## config.mk

```make
export PLATFORM = sky130hd
export DESIGN_NAME = game_ctrl
export DESIGN_NICKNAME = d
export VERILOG_FILES = /design/src/rtl/game_pkg.sv /design/src/rtl/game_ctrl_frame_ticker.sv /design/src/rtl/game_ctrl.sv
export SDC_FILE = /design/constraint.sdc
export NUM_CORES = 1
export LEC_CHECK = 0
export CELL_PAD_IN_SITES_DETAIL_PLACEMENT = 0
export CELL_PAD_IN_SITES_GLOBAL_PLACEMENT = 1
export CORE_AREA = 2 2 56 97
export CTS_BUF_LIST = sky130_fd_sc_hd__clkbuf_8
export CTS_CLUSTER_DIAMETER = 120
export DETAILED_ROUTE_END_ITERATION = 7
export DIE_AREA = 0 0 58 99
export GPL_TIMING_DRIVEN = 0
export PLACE_DENSITY = 0.81
export REMOVE_ABC_BUFFERS = 1
export SETUP_SLACK_MARGIN = 0.15
export SLEW_MARGIN = 20
export SYNTH_ARGS = -nofsm -noshare
export SYNTH_HDL_FRONTEND = slang
export SYNTH_SLANG_ARGS = --single-unit
```

## constraint.sdc

```tcl
create_clock -name clk -period 5.7 [get_ports clk]
set_input_delay 0.57 -clock clk [delete_from_list [all_inputs] [get_ports clk]]
set_output_delay 0.57 -clock clk [all_outputs]
set_load 0.02 [all_outputs]
```

## src/rtl/game_pkg.sv

```systemverilog
// Shared encodings and constants for the paddle/ball game sequencer and pixel generator.
package game_pkg;

    typedef enum logic [2:0] {
        ST_IDLE  = 3'd0,
        ST_SERVE = 3'd1,
        ST_PLAY  = 3'd2,
        ST_PAUSE = 3'd3,
        ST_OVER  = 3'd4
    } state_e;

    typedef enum logic [1:0] {
        DIR_STOP  = 2'd0,
        DIR_LEFT  = 2'd1,
        DIR_RIGHT = 2'd2
    } dir_e;

    localparam logic [7:0] CMD_LEFT  = 8'd108;
    localparam logic [7:0] CMD_RIGHT = 8'd114;
    localparam logic [7:0] CMD_STOP  = 8'd100;
    localparam logic [7:0] CMD_START = 8'd115;
    localparam logic [7:0] CMD_PAUSE = 8'd112;

    localparam logic [9:0] H_VISIBLE = 10'd640;
    localparam logic [9:0] V_VISIBLE = 10'd480;
    localparam logic [9:0] PADDLE_W  = 10'd64;
    localparam logic [9:0] BALL_SIZE = 10'd8;

    function automatic logic [7:0] sat_inc8(input logic [7:0] v);
        return (v == 8'hFF) ? v : v + 8'd1;
    endfunction

endpackage

```

## src/rtl/game_ctrl_frame_ticker.sv

```systemverilog
// Frame-start edge detector and modulo frame counter; flags the last frame of each update period.
module frame_ticker #(
    parameter int unsigned TICK_FRAMES = 6
) (
    input  logic       clk,
    input  logic       rst_n,
    input  logic [9:0] pixel_x,
    input  logic [9:0] pixel_y,
    output logic       period
);

    localparam logic [5:0] LAST_FRAME = 6'(TICK_FRAMES - 1);

    logic       fs_s;
    logic       frame_pulse_s;
    logic       fs_q;
    logic [5:0] frame_cnt_q;
    logic [5:0] frame_cnt_d;

    // Origin may be held for many clocks; only its first cycle counts as a frame.
    assign fs_s          = (pixel_x == 10'd0) && (pixel_y == 10'd0);
    assign frame_pulse_s = fs_s && !fs_q;
    assign period        = frame_pulse_s && (frame_cnt_q == LAST_FRAME);

    // Next frame count: advance on each frame start, wrap at the period length.
    always_comb begin
        frame_cnt_d = frame_cnt_q;
        if (frame_pulse_s) begin
            if (frame_cnt_q == LAST_FRAME) begin
                frame_cnt_d = 6'd0;
            end else begin
                frame_cnt_d = frame_cnt_q + 6'd1;
            end
        end else begin
            frame_cnt_d = frame_cnt_q;
        end
    end

    // Edge-detector and counter registers.
    always_ff @(posedge clk or negedge rst_n) begin
        if (!rst_n) begin
            fs_q        <= 1'b0;
            frame_cnt_q <= 6'd0;
        end else begin
            fs_q        <= fs_s;
            frame_cnt_q <= frame_cnt_d;
        end
    end

endmodule

```

## src/rtl/game_ctrl.sv

```systemverilog
// Game sequencer: UART command decode, IDLE/SERVE/PLAY/PAUSE/OVER control, score and lives,
// and registered tick / ball_reset / paddle-move strobes for the pixel generator.
module game_ctrl
    import game_pkg::*;
#(
    parameter int unsigned TICK_FRAMES   = 6,
    parameter int unsigned SERVE_PERIODS = 30,
    parameter int unsigned LIVES         = 3
) (
    input  logic       clk,
    input  logic       rst_n,
    input  logic [9:0] pixel_x,
    input  logic [9:0] pixel_y,
    input  logic [7:0] rxdata,
    input  logic       rx_valid,
    input  logic       hit,
    input  logic       miss,
    output logic [2:0] state,
    output logic       tick,
    output logic       ball_reset,
    output logic       move_left,
    output logic       move_right,
    output logic [7:0] score,
    output logic [2:0] lives
);

    localparam logic [7:0] SERVE_INIT = 8'(SERVE_PERIODS);
    localparam logic [2:0] LIVES_INIT = 3'(LIVES);

    state_e     state_q, state_d;
    dir_e       dir_q, dir_d;
    logic [7:0] serve_cnt_q, serve_cnt_d;
    logic [7:0] score_q, score_d;
    logic [2:0] lives_q, lives_d;
    logic       tick_q, tick_d;
    logic       ball_reset_q, ball_reset_d;
    logic       move_left_q, move_left_d;
    logic       move_right_q, move_right_d;

    logic period_s;
    logic cmd_left_s, cmd_right_s, cmd_stop_s, cmd_start_s, cmd_pause_s;
    logic serve_entry_s;

    frame_ticker #(
        .TICK_FRAMES(TICK_FRAMES)
    ) u_frame_ticker (
        .clk     (clk),
        .rst_n   (rst_n),
        .pixel_x (pixel_x),
        .pixel_y (pixel_y),
        .period  (period_s)
    );

    assign cmd_left_s  = rx_valid && (rxdata == CMD_LEFT);
    assign cmd_right_s = rx_valid && (rxdata == CMD_RIGHT);
    assign cmd_stop_s  = rx_valid && (rxdata == CMD_STOP);
    assign cmd_start_s = rx_valid && (rxdata == CMD_START);
    assign cmd_pause_s = rx_valid && (rxdata == CMD_PAUSE);

    // Next-state, game bookkeeping and strobe decode.
    always_comb begin
        state_d     = state_q;
        dir_d       = dir_q;
        serve_cnt_d = serve_cnt_q;
        score_d     = score_q;
        lives_d     = lives_q;

        if (cmd_left_s) begin
            dir_d = DIR_LEFT;
        end else if (cmd_right_s) begin
            dir_d = DIR_RIGHT;
        end else if (cmd_stop_s) begin
            dir_d = DIR_STOP;
        end else begin
            dir_d = dir_q;
        end

        case (state_q)
            ST_IDLE: begin
                if (cmd_start_s) state_d = ST_SERVE;
                else             state_d = ST_IDLE;
            end
            ST_SERVE: begin
                if (period_s) begin
                    if (serve_cnt_q == 8'd1) state_d = ST_PLAY;
                    else                     serve_cnt_d = serve_cnt_q - 8'd1;
                end else begin
                    serve_cnt_d = serve_cnt_q;
                end
            end
            ST_PLAY: begin
                // A miss pre-empts any hit or pause arriving in the same cycle.
                if (miss) begin
                    lives_d = lives_q - 3'd1;
                    state_d = (lives_q == 3'd1) ? ST_OVER : ST_SERVE;
                end else begin
                    if (hit) score_d = sat_inc8(score_q);
                    else     score_d = score_q;
                    if (cmd_pause_s) state_d = ST_PAUSE;
                    else             state_d = ST_PLAY;
                end
            end
            ST_PAUSE: begin
                if (cmd_pause_s) state_d = ST_PLAY;
                else             state_d = ST_PAUSE;
            end
            ST_OVER: begin
                if (cmd_start_s) begin
                    state_d = ST_SERVE;
                    score_d = 8'd0;
                    lives_d = LIVES_INIT;
                end else begin
                    state_d = ST_OVER;
                end
            end
            default: state_d = ST_IDLE;
        endcase

        serve_entry_s = (state_d == ST_SERVE) && (state_q != ST_SERVE);
        if (serve_entry_s) begin
            serve_cnt_d = SERVE_INIT;
            dir_d       = DIR_STOP;
        end else begin
            serve_cnt_d = serve_cnt_d;
        end

        tick_d       = period_s && (state_q == ST_PLAY);
        move_left_d  = tick_d && (dir_q == DIR_LEFT);
        move_right_d = tick_d && (dir_q == DIR_RIGHT);
        ball_reset_d = serve_entry_s;
    end

    // State, bookkeeping and output registers.
    always_ff @(posedge clk or negedge rst_n) begin
        if (!rst_n) begin
            state_q      <= ST_IDLE;
            dir_q        <= DIR_STOP;
            serve_cnt_q  <= 8'd0;
            score_q      <= 8'd0;
            lives_q      <= LIVES_INIT;
            tick_q       <= 1'b0;
            ball_reset_q <= 1'b0;
            move_left_q  <= 1'b0;
            move_right_q <= 1'b0;
        end else begin
            state_q      <= state_d;
            dir_q        <= dir_d;
            serve_cnt_q  <= serve_cnt_d;
            score_q      <= score_d;
            lives_q      <= lives_d;
            tick_q       <= tick_d;
            ball_reset_q <= ball_reset_d;
            move_left_q  <= move_left_d;
            move_right_q <= move_right_d;
        end
    end

    assign state      = state_q;
    assign tick       = tick_q;
    assign ball_reset = ball_reset_q;
    assign move_left  = move_left_q;
    assign move_right = move_right_q;
    assign score      = score_q;
    assign lives      = lives_q;

endmodule
```

==> summary.txt <==
Status
  – Status: completed

Synthesis
  – Post-synth EDFFs: 0
  – Top FF cell, synth: dfrtp_1
  – Sequential area share after synthesis: approximately 45%
  – Mapped cell area: between 1500 and 2000 sq um
  – Unique masters post-synth: 48
  – Asr flop ratio synth: 100%
  – Syn Inst Count: between 150 and 200
  – Ys Warns: 0
  – Total of flip-flops plus latches after synthesis: 35
  – Syn avg cell area: just under 10 sq um

Clock network
  – Clk root buf: clkbuf_8
  – Total CTS buffers: 5
  – Hold_buf cts: 0
  – CTS tree: yes
  – Worst-path clk slew: ~0.08 ns
  – # resized after CTS: 0
  – H-tree levels: 2
  – Clk Latency, worst-skew pair: between 0.2 and 0.3 ns
  – Clock buffer depth: 2
  – Clock Sinks: 35
  – # Post-CTS Setup Buffers: 0

Finish
  – Fillers: about 480
  – Final cell count without fillers: about 310
  – Antenna Cells: 0
  – Share of cells above drive strength 1: between 9 and 10%
  – Area grow syn2layout: 35.1%
  – Final nets: ~300

Timing
  – Fmax: about 370 MHz
  – Final count of pins violating max slew: 0
  – Tcrit/Tclk final: 47.2%
  – Tmin final: approximately 2.7 ns
  – WHS: roughly 0.11 ns
  – RSZ-0062 raised after global routing: false
  – Max-slew headroom: ~45%
  – Clk_skew: 0.00692 ns
  – Setup violations, final: 0
  – Final setup TNS: 0 ns
  – Final hold vios: 0
  – Worst Tran Pin Value: ~0.82 ns

Global routing
  – Antenna violations before repair: 0
  – Largest net degree at the start of global routing: 29
  – Remaining global-route overflow: 0
  – Total track usage: 16.9%
  – Global-route wire length before repair: about 7500 microns
  – Vias in the first global route: ~1.8k

Floorplan
  – Core area: 4930 sq um
  – Die width: around 58 microns
  – Row cnt: 34
  – IO Pins: 51
  – Die height: 99 microns
  – DIE AREA: about 5700 sq um
  – Starting Density: around two fifths

Critical path
  – Crit path capture type: flip-flop
  – Critical path endpoint: score[7]
  – Critical R2R Capture: score[7]
  – Crit start category: primary input
  – Reg2reg start: state[0]
  – CP max FO: 8
  – R2r worst-path depth: 5
  – Critical path arrival: around 2.9 ns
  – Critical Path Source: rxdata[2]
  – Flop2flop setup slack: about 3.3 ns
  – WS Path Type: primary input to flip-flop
  – Worst Path Required: 5.92 ns

Detailed routing
  – Vias post-DR: between 1.5k and 2k
  – Residual DRC: 0
  – Iteration count of the initial detailed-routing pass: 4
  – Via density: between 5 and 6
  – DRT iter0 DRCs: 51
  – Post-Route WL: about 4500 microns
  – Wire per inst: 14.7 microns
  – Routed Antenna Nets: 0

Power
  – Design Power: 540 uW
  – Pwr/cell area: ~200 nW/um^2
  – Sequential share of power: 47.8%
  – Sw Ratio: between 20% and 30%
  – Switch Pwr: around 120 uW
  – Logic gate share of total power: under 10%
  – Leakage Power: 0.00114 uW
  – Clock power share: between 40% and 50%
  – Worst VDD drop: just over 0.2 mV
  – Int Power: approximately 420 uW

Placed design
  – Cells after DPL: approximately 300
  – Port Buffers: 50
  – DPL Wire Length: about 3600 microns
  – GP Congestion: 0.855

Min path
  – Worst Hold Class: primary input to asynchronous set/reset pin

Job
  – Max Cap Viol: 0
[state kept, by name, indices dropped and copies added (netlist names)]
name and cells:
tick 1, state 3, move_right 1, lives 3, u_frame_ticker.frame_cnt_q 6, serve_cnt_q 8
move_left 1, score 8, ball_reset 1, u_frame_ticker.fs_q 1, dir_q 2
[metrics by stage]
step / area, sq um / util, % / setup WS (ns)
2_1_floorplan: 1950 / - / 3.38
3_5_place_dp: 2530 / 51.2 / 2.68
6_report: 2650 / 53.6 / 3.01
4_1_cts: 2650 / 53.6 / 2.98
3_3_place_gp: 2510 / 50.9 / 2.71
5_1_grt: 2650 / 53.6 / 2.85
[Yosys cell counts, types with 5 or more instances]
library cell  number  share of area [%]
a21oi_1            5                1.3
dfrtp_1           33                 42
ha_1               7                4.5
inv_1             10                1.9
nand2_1           17                3.3
nand3_1            6                1.5
nand4_1           11                3.5
nor2_1            20                3.8
nor3_1             6                1.5
nor3b_1            5                1.9
nor4_1            11                3.5
xnor2_1            8                3.6
[worst max-delay path: stages]
cell             delay, ns
clkdlybuf4s50_1       0.44
and4bb_4              0.40
a31oi_4               0.12
or4_1                 0.70
or4_1                 0.53
a21oi_1               0.15
[final cells by class]
| class | count | area (sq um) | share of cell area (%) |
|---|---|---|---|
| Clock inverter | 2 | 35.0 | 1.32 |
| Timing Repair Buffer | 51 | 515 | 19.5 |
| Sequential cell | 35 | 878 | 33.2 |
| Multi-Input combinational cell | 151 | 1030 | 38.9 |
| Clock buffer | 6 | 82.6 | 3.12 |
| Tap cell | 54 | 67.6 | 2.55 |
| Inverter | 10 | 37.5 | 1.42 |
[power by group through the flow]
stage	Sequential, uW	Combinational (uW)	Clock, uW
2_1_floorplan	262	13.5	0
3_3_place_gp	263	45.3	0
3_5_place_dp	263	47.5	0
4_1_cts	258	47.7	239
5_1_grt	258	52.2	249
6_report	258	46.7	235
[cells in the final DEF, fill, tap and decap left out, types with 4 or more instances in the layout]
cell / Yosys / layout
a21oi_1: 5 / 5
clkbuf_8: 0 / 6
clkdlybuf4s50_1: 0 / 49
dfrtp_1: 33 / 33
ha_1: 7 / 7
inv_1: 10 / 10
nand2_1: 17 / 17
nand2b_1: 4 / 4
nand3_1: 6 / 6
nand4_1: 11 / 11
nor2_1: 20 / 20
nor3_1: 6 / 6
nor3b_1: 5 / 5
nor4_1: 11 / 11
o211ai_1: 4 / 4
or4_1: 4 / 4
xnor2_1: 8 / 8
[how the worst min path moves through the flow]
stage                   from          to
CTS                    rst_n    score[6]
floorplan              rst_n  ball_reset
global placement    dir_q[0]  move_right
global route           rst_n    score[6]
detailed placement     rst_n    score[6]
finish                 rst_n    score[6]
[per-layer routing]
layer / GRT usage (%) / part of all wire, % / vias to the layer above
met5: 0 / 0 / -
met4: 8.94 / 3.3 / 0
met3: 3.02 / 4.3 / 11
met2: 32.3 / 55 / 51
met1: 16.3 / 37 / 806
li1: - / - / 841
[cells by family (layout without fill, tap and decap cells)]
logic type	Yosys count	in the layout	synth area share [%]
buffers and inverters	12	69	2.56
and+or+nand+nor	102	102	30.4
AOI/OAI and AO/OA	25	25	9.59
adders and majority gates	7	7	4.47
muxes	6	6	3.26
DFF	35	35	44.9
xor gates and xnor gates	11	11	4.92
Note: power is estimated with default switching activity, not from simulation.
